`src/rtl/acq_pkg.sv`:
```
// Shared types and constants for the acquisition UART packer.
// State encoding, default sync byte and legal BRAM read latencies.
package acq_pkg;

  typedef enum logic [2:0] {
    ST_IDLE,
    ST_SYNC,
    ST_FETCH,
    ST_WAIT,
    ST_HI,
    ST_LO,
    ST_CSUM,
    ST_DONE
  } state_e;

  localparam logic [7:0] SYNC_BYTE_DEF = 8'hA5;

  localparam int RD_LAT_MIN = 1;
  localparam int RD_LAT_MAX = 2;

  function automatic bit lat_legal(input int lat);
    return (lat >= RD_LAT_MIN) && (lat <= RD_LAT_MAX);
  endfunction

endpackage

```
`src/rtl/acq_byte_out.sv`:
```
// Output holding register for the UART byte stream.
// Holds data and valid stable until the byte is accepted.
module acq_byte_out (
  input  logic       clk,
  input  logic       rst,
  input  logic       i_load,
  input  logic [7:0] i_data,
  input  logic       i_ready,
  output logic [7:0] o_data,
  output logic       o_valid
);

  logic [7:0] r_data;
  logic       r_valid;

  // load a new byte, or retire the held one on handshake
  always_ff @(posedge clk) begin
    if (!rst) begin
      r_data  <= 8'h00;
      r_valid <= 1'b0;
    end else if (i_load) begin
      r_data  <= i_data;
      r_valid <= 1'b1;
    end else if (r_valid && i_ready) begin
      r_valid <= 1'b0;
    end
  end

  assign o_data  = r_data;
  assign o_valid = r_valid;

endmodule

```
`src/rtl/acq_uart_packer.sv`:
```
// Reads a frame of 16-bit words from BRAM and streams it as bytes.
// Optional trailing XOR checksum byte: define PACKER_CHECKSUM_EN.
module acq_uart_packer
  import acq_pkg::*;
#(
  parameter int         ADDR_WIDTH = 10,
  parameter int         RD_LATENCY = 1,
  parameter logic [7:0] SYNC_BYTE  = SYNC_BYTE_DEF
) (
  input  logic                  clk,
  input  logic                  rst,
  input  logic                  start,
  input  logic [ADDR_WIDTH:0]   n_words,
  output logic [ADDR_WIDTH-1:0] rd_addr,
  output logic                  rd_ce,
  input  logic [15:0]           rd_data,
  output logic [7:0]            tx_data,
  output logic                  tx_valid,
  input  logic                  tx_ready,
  output logic                  busy,
  output logic                  done
);

  if (!lat_legal(RD_LATENCY)) begin : g_bad_rd_latency
    $error("RD_LATENCY must be 1 or 2");
  end

  localparam logic [ADDR_WIDTH:0] MAX_WORDS =
    {1'b1, {ADDR_WIDTH{1'b0}}};
  localparam logic [ADDR_WIDTH:0] ONE_WORD =
    (ADDR_WIDTH+1)'(1);
  localparam logic [1:0] LAT_LAST = 2'(RD_LATENCY - 1);

  state_e                r_state;
  logic [ADDR_WIDTH-1:0] r_rd_addr;
  logic                  r_rd_ce;
  logic                  r_busy;
  logic                  r_done;
  logic [ADDR_WIDTH:0]   r_left;
  logic [1:0]            r_lat;
  logic [7:0]            r_lo;
`ifdef PACKER_CHECKSUM_EN
  logic [7:0]            r_csum;
`endif

  logic                  w_xfer;
  logic                  w_last;
  logic                  w_lat_hit;
  logic [ADDR_WIDTH:0]   w_nw_clamp;
  logic                  w_load;
  logic [7:0]            w_ldata;
  logic [7:0]            w_tx_data;
  logic                  w_tx_valid;

  assign w_xfer    = w_tx_valid & tx_ready;
  assign w_last    = (r_left == ONE_WORD);
  assign w_lat_hit = (r_lat == LAT_LAST);

  // frames longer than the address space are cut to its size
  always_comb begin
    w_nw_clamp = n_words;
    if (n_words > MAX_WORDS) begin
      w_nw_clamp = MAX_WORDS;
    end
  end

  // pick the byte the output register loads this cycle
  always_comb begin
    w_load  = 1'b0;
    w_ldata = 8'h00;
    unique case (r_state)
      ST_IDLE: begin
        if (start && (n_words != '0)) begin
          w_load  = 1'b1;
          w_ldata = SYNC_BYTE;
        end
      end
      ST_WAIT: begin
        if (w_lat_hit) begin
          w_load  = 1'b1;
          w_ldata = rd_data[15:8];
        end
      end
      ST_HI: begin
        if (w_xfer) begin
          w_load  = 1'b1;
          w_ldata = r_lo;
        end
      end
`ifdef PACKER_CHECKSUM_EN
      ST_LO: begin
        if (w_xfer && w_last) begin
          w_load  = 1'b1;
          w_ldata = r_csum;
        end
      end
`endif
      default: begin
        w_load  = 1'b0;
        w_ldata = 8'h00;
      end
    endcase
  end

  // frame sequencer with registered BRAM and status outputs
  always_ff @(posedge clk) begin
    if (!rst) begin
      r_state   <= ST_IDLE;
      r_rd_addr <= '0;
      r_rd_ce   <= 1'b0;
      r_busy    <= 1'b0;
      r_done    <= 1'b0;
      r_left    <= '0;
      r_lat     <= '0;
      r_lo      <= 8'h00;
`ifdef PACKER_CHECKSUM_EN
      r_csum    <= 8'h00;
`endif
    end else begin
      r_rd_ce <= 1'b0;
      r_done  <= 1'b0;
      unique case (r_state)
        ST_IDLE: begin
          if (start) begin
            r_busy <= 1'b1;
            r_left <= w_nw_clamp;
`ifdef PACKER_CHECKSUM_EN
            r_csum <= 8'h00;
`endif
            if (n_words != '0) begin
              r_state <= ST_SYNC;
            end else begin
              r_state <= ST_DONE;
            end
          end
        end
        ST_SYNC: begin
          if (w_xfer) begin
            r_rd_addr <= '0;
            r_rd_ce   <= 1'b1;
            r_state   <= ST_FETCH;
          end
        end
        ST_FETCH: begin
          r_lat   <= '0;
          r_state <= ST_WAIT;
        end
        ST_WAIT: begin
          if (w_lat_hit) begin
            r_lo    <= rd_data[7:0];
`ifdef PACKER_CHECKSUM_EN
            r_csum  <= r_csum ^ rd_data[15:8] ^ rd_data[7:0];
`endif
            r_state <= ST_HI;
          end else begin
            r_lat <= r_lat + 2'd1;
          end
        end
        ST_HI: begin
          if (w_xfer) begin
            r_state <= ST_LO;
          end
        end
        ST_LO: begin
          if (w_xfer) begin
            r_left <= r_left - ONE_WORD;
            if (w_last) begin
`ifdef PACKER_CHECKSUM_EN
              r_state <= ST_CSUM;
`else
              r_state <= ST_DONE;
`endif
            end else begin
              r_rd_addr <= r_rd_addr + 1'b1;
              r_rd_ce   <= 1'b1;
              r_state   <= ST_FETCH;
            end
          end
        end
        ST_CSUM: begin
          if (w_xfer) begin
            r_state <= ST_DONE;
          end
        end
        ST_DONE: begin
          r_done  <= 1'b1;
          r_busy  <= 1'b0;
          r_state <= ST_IDLE;
        end
        default: begin
          r_state <= ST_IDLE;
        end
      endcase
    end
  end

  acq_byte_out u_byte_out (
    .clk     (clk),
    .rst     (rst),
    .i_load  (w_load),
    .i_data  (w_ldata),
    .i_ready (tx_ready),
    .o_data  (w_tx_data),
    .o_valid (w_tx_valid)
  );

  assign rd_addr  = r_rd_addr;
  assign rd_ce    = r_rd_ce;
  assign tx_data  = w_tx_data;
  assign tx_valid = w_tx_valid;
  assign busy     = r_busy;
  assign done     = r_done;

endmodule

```
`config.mk`:
```
export PLATFORM = sky130hd
export DESIGN_NAME = acq_uart_packer
export DESIGN_NICKNAME = d
export VERILOG_FILES = /design/src/rtl/acq_pkg.sv /design/src/rtl/acq_byte_out.sv /design/src/rtl/acq_uart_packer.sv
export SDC_FILE = /design/constraint.sdc
export NUM_CORES = 1
export LEC_CHECK = 0
export ABC_CLOCK_PERIOD_IN_PS = 2900
export CAP_MARGIN = 20
export CORE_MARGIN = 1
export CORE_UTILIZATION = 54
export DETAILED_ROUTE_END_ITERATION = 7
export PLACE_DENSITY = 0.85
export SLEW_MARGIN = 5
export SYNTH_ARGS = -nofsm -noshare
export SYNTH_HDL_FRONTEND = slang
export SYNTH_SLANG_ARGS = --single-unit
```
`constraint.sdc`:
```
create_clock -name clk -period 2.9 [get_ports clk]
set_input_delay 0.58 -clock clk [delete_from_list [all_inputs] [get_ports clk]]
set_output_delay 0.58 -clock clk [all_outputs]
set_load 0.02 [all_outputs]
```
==> reports/metrics.cfg, run 1 <==
[timing]
skew_ns = 0.00620
finalSetupViolCount = 0
final.min_clock_period_ns = 2.31
slew_headroom_pct = 58.6
tns_ns = 0
worst_pin_slew_ns = 0.619
post-route-period-util_pct = 79.7
max_freq_mhz = 432
hold_violations = 0
grt_setup_unrepaired = false
finalMaxSlewViolations = 0

[global_route]
busiest_layer = met2
grt_pass1_vias = 2070
grtUsageMet3_pct = 6.67
overflow = 0
grt_max_degree = 21
track_usage_pct = 26.9
antenna_found_initial = 0
grt_pass1_wl_um = 9410
grt_use_met1_pct = 33.8
grt_use_met2_pct = 44.1

[cts]
post_cts_buffers = 0
cts.reportedPaths.clkPinSlew_ns = 0.08
cts.sinks = 46
cts-root-buf = clkbuf_8
postCtsHoldBufs = 0
cts_max_path_buffers = 2
clk_latency_ns = 0.30
tritoncts = built
htree_levels = 2
cts_resized = 0
numCtsBuffers = 5

[synth]
synth.avg_cell_area_sq_um = 8.07
netlist_instances = 295
ys_seq_elements = 46
synth_fp_nets = 330
ys_warn_count = 0
synth-edff-count = 0
synth_cell_type_count = 53
synth_area_leaders = dfxtp_1, a21oi_1, nand2_1, a22oi_1, or4_1
synth_top_area_share_pct = 38.7
yosys.area.top_type = dfxtp_1
syn_area_sq_um = 2380
synth-main-ff-cell = dfxtp_1
yosysSeqAreaShare_pct = 38.7
ys_async_sr_fraction_pct = 0

[cells_and_area]
drive_gt1_share_pct = 6.10
final_nets = 378
area_delta_synth_final_pct = 27.9
diodes = 0
layout_common_cells = clkdlybuf4s50_1, dfxtp_1, nand2_1, a21oi_1, nor2_1
layout_commonest_cell = clkdlybuf4s50_1

[power]
p_leak_uw = 0.00107
ir_drop_uv = 351
p_per_area_nw_per_um2 = 458
total_power_uw = 1390

[floorplan]
core_sq_um = 4120
ioPinCount = 53
dieHeight_um = 68.4
die_w_um = 68.4
die-area_sq_um = 4680
start_util_pct = 57.8
rows = 23

[critical_path]
crit_slowest_cell = clkdlybuf4s50_1
cp-start-kind = primary input
path_class = in -> reg
worstPathCellList = clkdlybuf4s50_1 > or3b_4 > a21o_1 > or4_1 > a21oi_1
crit_family = simple AND/OR/NAND/NOR gates
slowest_delay_ns = 0.55
worst-path-buf-inv = 1
cp.required_ns = 3.13
critPathCaptureType = flop
arrival_ns = 2.54
cp_max_fo = 12

[job]
maxCapViolCount = 0

[run_status]
status = complete, no violations

[detailed_routing]
drt_pre_antenna_iters = 5
drc = 0
viasPerCell = 6.31
routed_wl_um = 6060
dr_total_vias = 2488
post_drt_wl_per_cell_um = 15.4
drtIter0Drc = 235
ant_nets = 0

[placement]
io_buffer_count = 52
gp_congestion = 0.904
dp_hpwl_um = 4250

[min_path]
min-delay-path-class = reg -> reg

-- worst min-delay path, delay by kind of cell (launching register included) --
family | cells | cell delay (ns)
flops | 1 | 0.32
compound gates | 1 | 0.05
simple gates | 1 | 0.05
-- metrics by stage --
step | cell area (sq um) | setup slack (ns) | cells | utilization (%) | hold slack [ns]
global placement | 2930 | 0.342 | 386 | 71.3 | 0.442
CTS | 3040 | 0.621 | 394 | 73.9 | 0.458
global route | 3040 | 0.526 | 394 | 73.9 | 0.478
floorplan | 2380 | 0.997 | 295 | - | 0.436
detailed placement | 2930 | 0.319 | 386 | 71.3 | 0.446
finish | 3040 | 0.588 | 394 | 73.9 | 0.458
-- state kept, by name (all words and copies together) (netlist names) --
signal / count
r_lat: 2
u_byte_out.o_valid: 1
r_state: 3
busy: 1
done: 1
rd_addr: 10
r_lo: 8
rd_ce: 1
r_left: 11
u_byte_out.o_data: 8
-- area by class of cell --
class	instances	area [sq um]
flip-flops and latches	46	921
repair buffers	60	581
clock buffers	5	68.8
multi-input cells	219	1330
clock inverters	3	40.0
well taps	50	62.6
fillers	335	1070
inverters	11	41.3
-- power breakdown --
part           switching (uW)  total (uW)  internal [uW]
combinational             123         239            117
clock                     213         466            254
sequential               31.6         687            655
total                     367        1390           1030
-- cells by family after synthesis --
logic type / share of synthesized area (%)
flops: 38.7
compound gates: 27.0
simple gates: 26.3
mux: 0.421
buf+inv: 5.47
fa+ha+maj: 2.10
-- Yosys cell counts, types with 8 or more instances --
library cell,number
a21oi_1,35
dfxtp_1,46
nor3_1,8
o21ai_0,11
and3_1,10
or4_1,9
inv_1,11
nand4_1,9
nor2_1,12
clkbuf_1,10
a22oi_1,9
nand2_1,35
-- layer usage --
layer  wire length [um]  vias to the layer above
met2               2980                      107
met3                371                       11
met5                  0                        -
li1                   -                     1209
met1               2590                     1161
met4                108                        0
-- path summary, 6_finish.rpt --
kind	startpoint	end	slack (ns)	depth (start not counted)
max reg2reg	r_state[2]	r_left[9]	0.79	4
min	r_lo[3]	r_lo[3]	0.46	2
min reg2reg	r_lo[3]	r_lo[3]	0.46	2
max	start	r_left[9]	0.59	5
Power figures use the tool's default switching activity.
==> run 2, diff against run 1 <==
--- a/config.mk
+++ b/config.mk
@@ -5,12 +5,12 @@
 export SDC_FILE = /design/constraint.sdc
 export NUM_CORES = 1
 export LEC_CHECK = 0
-export ABC_CLOCK_PERIOD_IN_PS = 2900
+export ABC_CLOCK_PERIOD_IN_PS = 1900
 export CAP_MARGIN = 20
 export CORE_MARGIN = 1
-export CORE_UTILIZATION = 54
+export CORE_UTILIZATION = 45
 export DETAILED_ROUTE_END_ITERATION = 7
-export PLACE_DENSITY = 0.85
+export PLACE_DENSITY = 0.75
 export SLEW_MARGIN = 5
 export SYNTH_ARGS = -nofsm -noshare
 export SYNTH_HDL_FRONTEND = slang
==> constraint.sdc (replaced) <==
create_clock -name clk -period 1.9 [get_ports clk]
set_input_delay 0.38 -clock clk [delete_from_list [all_inputs] [get_ports clk]]
set_output_delay 0.38 -clock clk [all_outputs]
set_load 0.02 [all_outputs]
==> run 2 against run 1 <==
Sequential share of layout area decreased by 3.1 points. Non-clock buffer count increased by 33. Count of clock-buffer cells in the layout unchanged. Worst hold slack about the same. Critical path depth decreased by 4. Critical path type is now reg -> out. Critical endpoint is now rd_addr[3].
==> reports/metrics.cfg, run 2 (same netlist as run 1, synthesis figures left out) <==
[run_status]
status = complete, no violations

[cells_and_area]
final_nets = 411  ; +8.7%
layout_commonest_cell = clkdlybuf4s50_1
drive_gt1_share_pct = 16.4  ; +10 points
final_core_util_pct = 66.6  ; -7.4 points
regMostFlops = r_left
area_delta_synth_final_pct = 42.8
n_fill_cell = 447  ; +33%
layout_common_cells = clkdlybuf4s50_1, dfxtp_1, buf_4, nand2_1, a21oi_1
largest_reg_flops = 11  ; unchanged
instances_no_fill = 447  ; +13%
diodes = 0  ; unchanged

[critical_path]
worstPathCellList = clkdlybuf4s50_1
cp.required_ns = 1.52  ; -1.61 ns
cp_max_fo = 9  ; -3
slowest_delay_ns = 0.66  ; +0.11 ns
critPathCaptureType = output pin
crit_slowest_cell = clkdlybuf4s50_1
worst-path-buf-inv = 1  ; unchanged
cp-start-kind = flop
path_class = reg -> out
crit_family = buffers and inverters
arrival_ns = 1.43  ; -1.11 ns

[cts]
tritoncts = built
cts_max_path_buffers = 2  ; unchanged
clk_latency_ns = 0.30  ; about the same
htree_levels = 2  ; unchanged
cts-root-buf = clkbuf_8
postCtsHoldBufs = 0  ; unchanged
cts.sinks = 46  ; unchanged
cts.reportedPaths.clkPinSlew_ns = 0.09  ; about the same
numCtsBuffers = 5  ; unchanged

[power]
clockPowerShare_pct = 33.1  ; -0.4 points
p_switching_uw = 600  ; +64%
p_leak_uw = 0.00126  ; +18%
p_per_area_nw_per_um2 = 654  ; +43%
p_int_uw = 1620  ; +58%
swShare_pct = 27.0  ; +0.64 points
power.share.combinational_pct = 20.3  ; +3.1 points
ir_drop_uv = 430  ; +22%
power.sequential.fraction_pct = 46.6  ; -2.7 points

[timing]
post-route-period-util_pct = 95.5
slew_headroom_pct = 70.0  ; +11 points
finalSetupViolCount = 0  ; unchanged
worst_pin_slew_ns = 0.449  ; -0.170 ns
skew_ns = 0.00516  ; -0.00104 ns
final.min_clock_period_ns = 1.81
hold_violations = 0  ; unchanged
tns_ns = 0  ; unchanged
finalMaxSlewViolations = 0  ; unchanged
max_freq_mhz = 551

[detailed_routing]
ant_nets = 0  ; unchanged
drtIter0Drc = 204  ; -13%
dr_total_vias = 2579  ; +3.7%
drt_pre_antenna_iters = 6  ; +1
drc = 0  ; unchanged
viasPerCell = 5.77  ; -8.6%
post_drt_wl_per_cell_um = 14.3  ; -6.9%
routed_wl_um = 6400  ; +5.6%

[global_route]
grt_max_degree = 20  ; -4.8%
antenna_found_initial = 0  ; unchanged
track_usage_pct = 24.3  ; -2.6 points
grt_pass1_wl_um = 10500  ; +11%
grt_pass1_vias = 2299  ; +11%
overflow = 0  ; unchanged

[floorplan]
die-area_sq_um = 5580  ; +19%
dieHeight_um = 74.7  ; +9.3%
die_w_um = 74.7  ; +9.3%
start_util_pct = 46.6  ; -11 points
core_sq_um = 5110  ; +24%
rows = 26  ; +13%
ioPinCount = 53  ; unchanged

[placement]
io_buffer_count = 52  ; unchanged
dp_hpwl_um = 4730  ; +11%
gp_congestion = 0.903  ; -0.11%
dp_cells = 436  ; +13%

[min_path]
min-delay-path-class = reg -> reg

[job]
maxCapViolCount = 0  ; unchanged

run 2: cell types whose count changed in the layout (fill, tap and decap cells not counted), moves of 2 or more:
cell	delta
buf_4	+30
dfxtp_2	+2
buf_12	+3
dfxtp_1	-2
or4_4	+2
or4_1	-2
run 2: power by group through the flow:
stage | Clock (uW) | Combinational [uW] | Sequential (uW)
5_1_grt | 787 | 491 | 1040
3_5_place_dp | 0 | 440 | 1060
4_1_cts | 744 | 443 | 1030
6_report | 735 | 452 | 1040
2_1_floorplan | 0 | 190 | 1070
3_3_place_gp | 0 | 436 | 1060
run 2: layout make-up:
type	count	area [sq um]	share of cell area (%)
Multi-Input combinational cell	219	1370	40.3
Clock buffer	5	68.8	2.02
Tap cell	70	87.6	2.58
Clock inverter	3	40.0	1.18
Timing Repair Buffer	93	868	25.5
Inverter	11	41.3	1.21
Sequential cell	46	923	27.2
run 2: worst paths after layout:
path | from | to | slack (ns) | cells past startpoint
worst max-delay path | rd_addr[3] | rd_addr[3] | 0.09 | 1
worst min-delay path | r_lo[2] | r_lo[2] | 0.46 | 2
worst max register to register | r_left[1] | rd_addr[7] | 0.09 | 7
worst min register to register | r_lo[2] | r_lo[2] | 0.46 | 2
run 2: timing repair:
action,in CTS,in global routing
buffers inserted,0,3
endpoints found under the hold margin,0,0
resized for setup,1,10
pin swaps,1,4
setup endpoints to repair,1,16
run 2: routing by layer:
layer | track usage [%] | vias up | part of all wire (%)
met4 | 7.97 | 0 | 1.3
met2 | 40.9 | 79 | 48
met1 | 30.9 | 1208 | 45
met3 | 5.22 | 9 | 5.3
li1 | - | 1283 | -
met5 | 0 | - | 0
run 2: stage by stage:
step                setup WS, ns  power, uW  hold slack (ns)  area [sq um]
floorplan                  0.159       1260            0.436          2380
global placement          -0.329       1490            0.441          3220
detailed placement        -0.412       1500            0.447          3220
CTS                       0.0139       2220            0.460          3340
global route            -0.00154       2320            0.479          3400
finish                    0.0854       2220            0.458          3400
==> run 3, diff against run 2 <==
--- a/config.mk
+++ b/config.mk
@@ -7,7 +7,6 @@
 export LEC_CHECK = 0
 export ABC_CLOCK_PERIOD_IN_PS = 1900
 export CAP_MARGIN = 20
-export CORE_MARGIN = 1
 export CORE_UTILIZATION = 45
 export DETAILED_ROUTE_END_ITERATION = 7
 export PLACE_DENSITY = 0.75
==> results of run 3 <==
No change in the layout: final DEF, timing and power equal those of run 2.
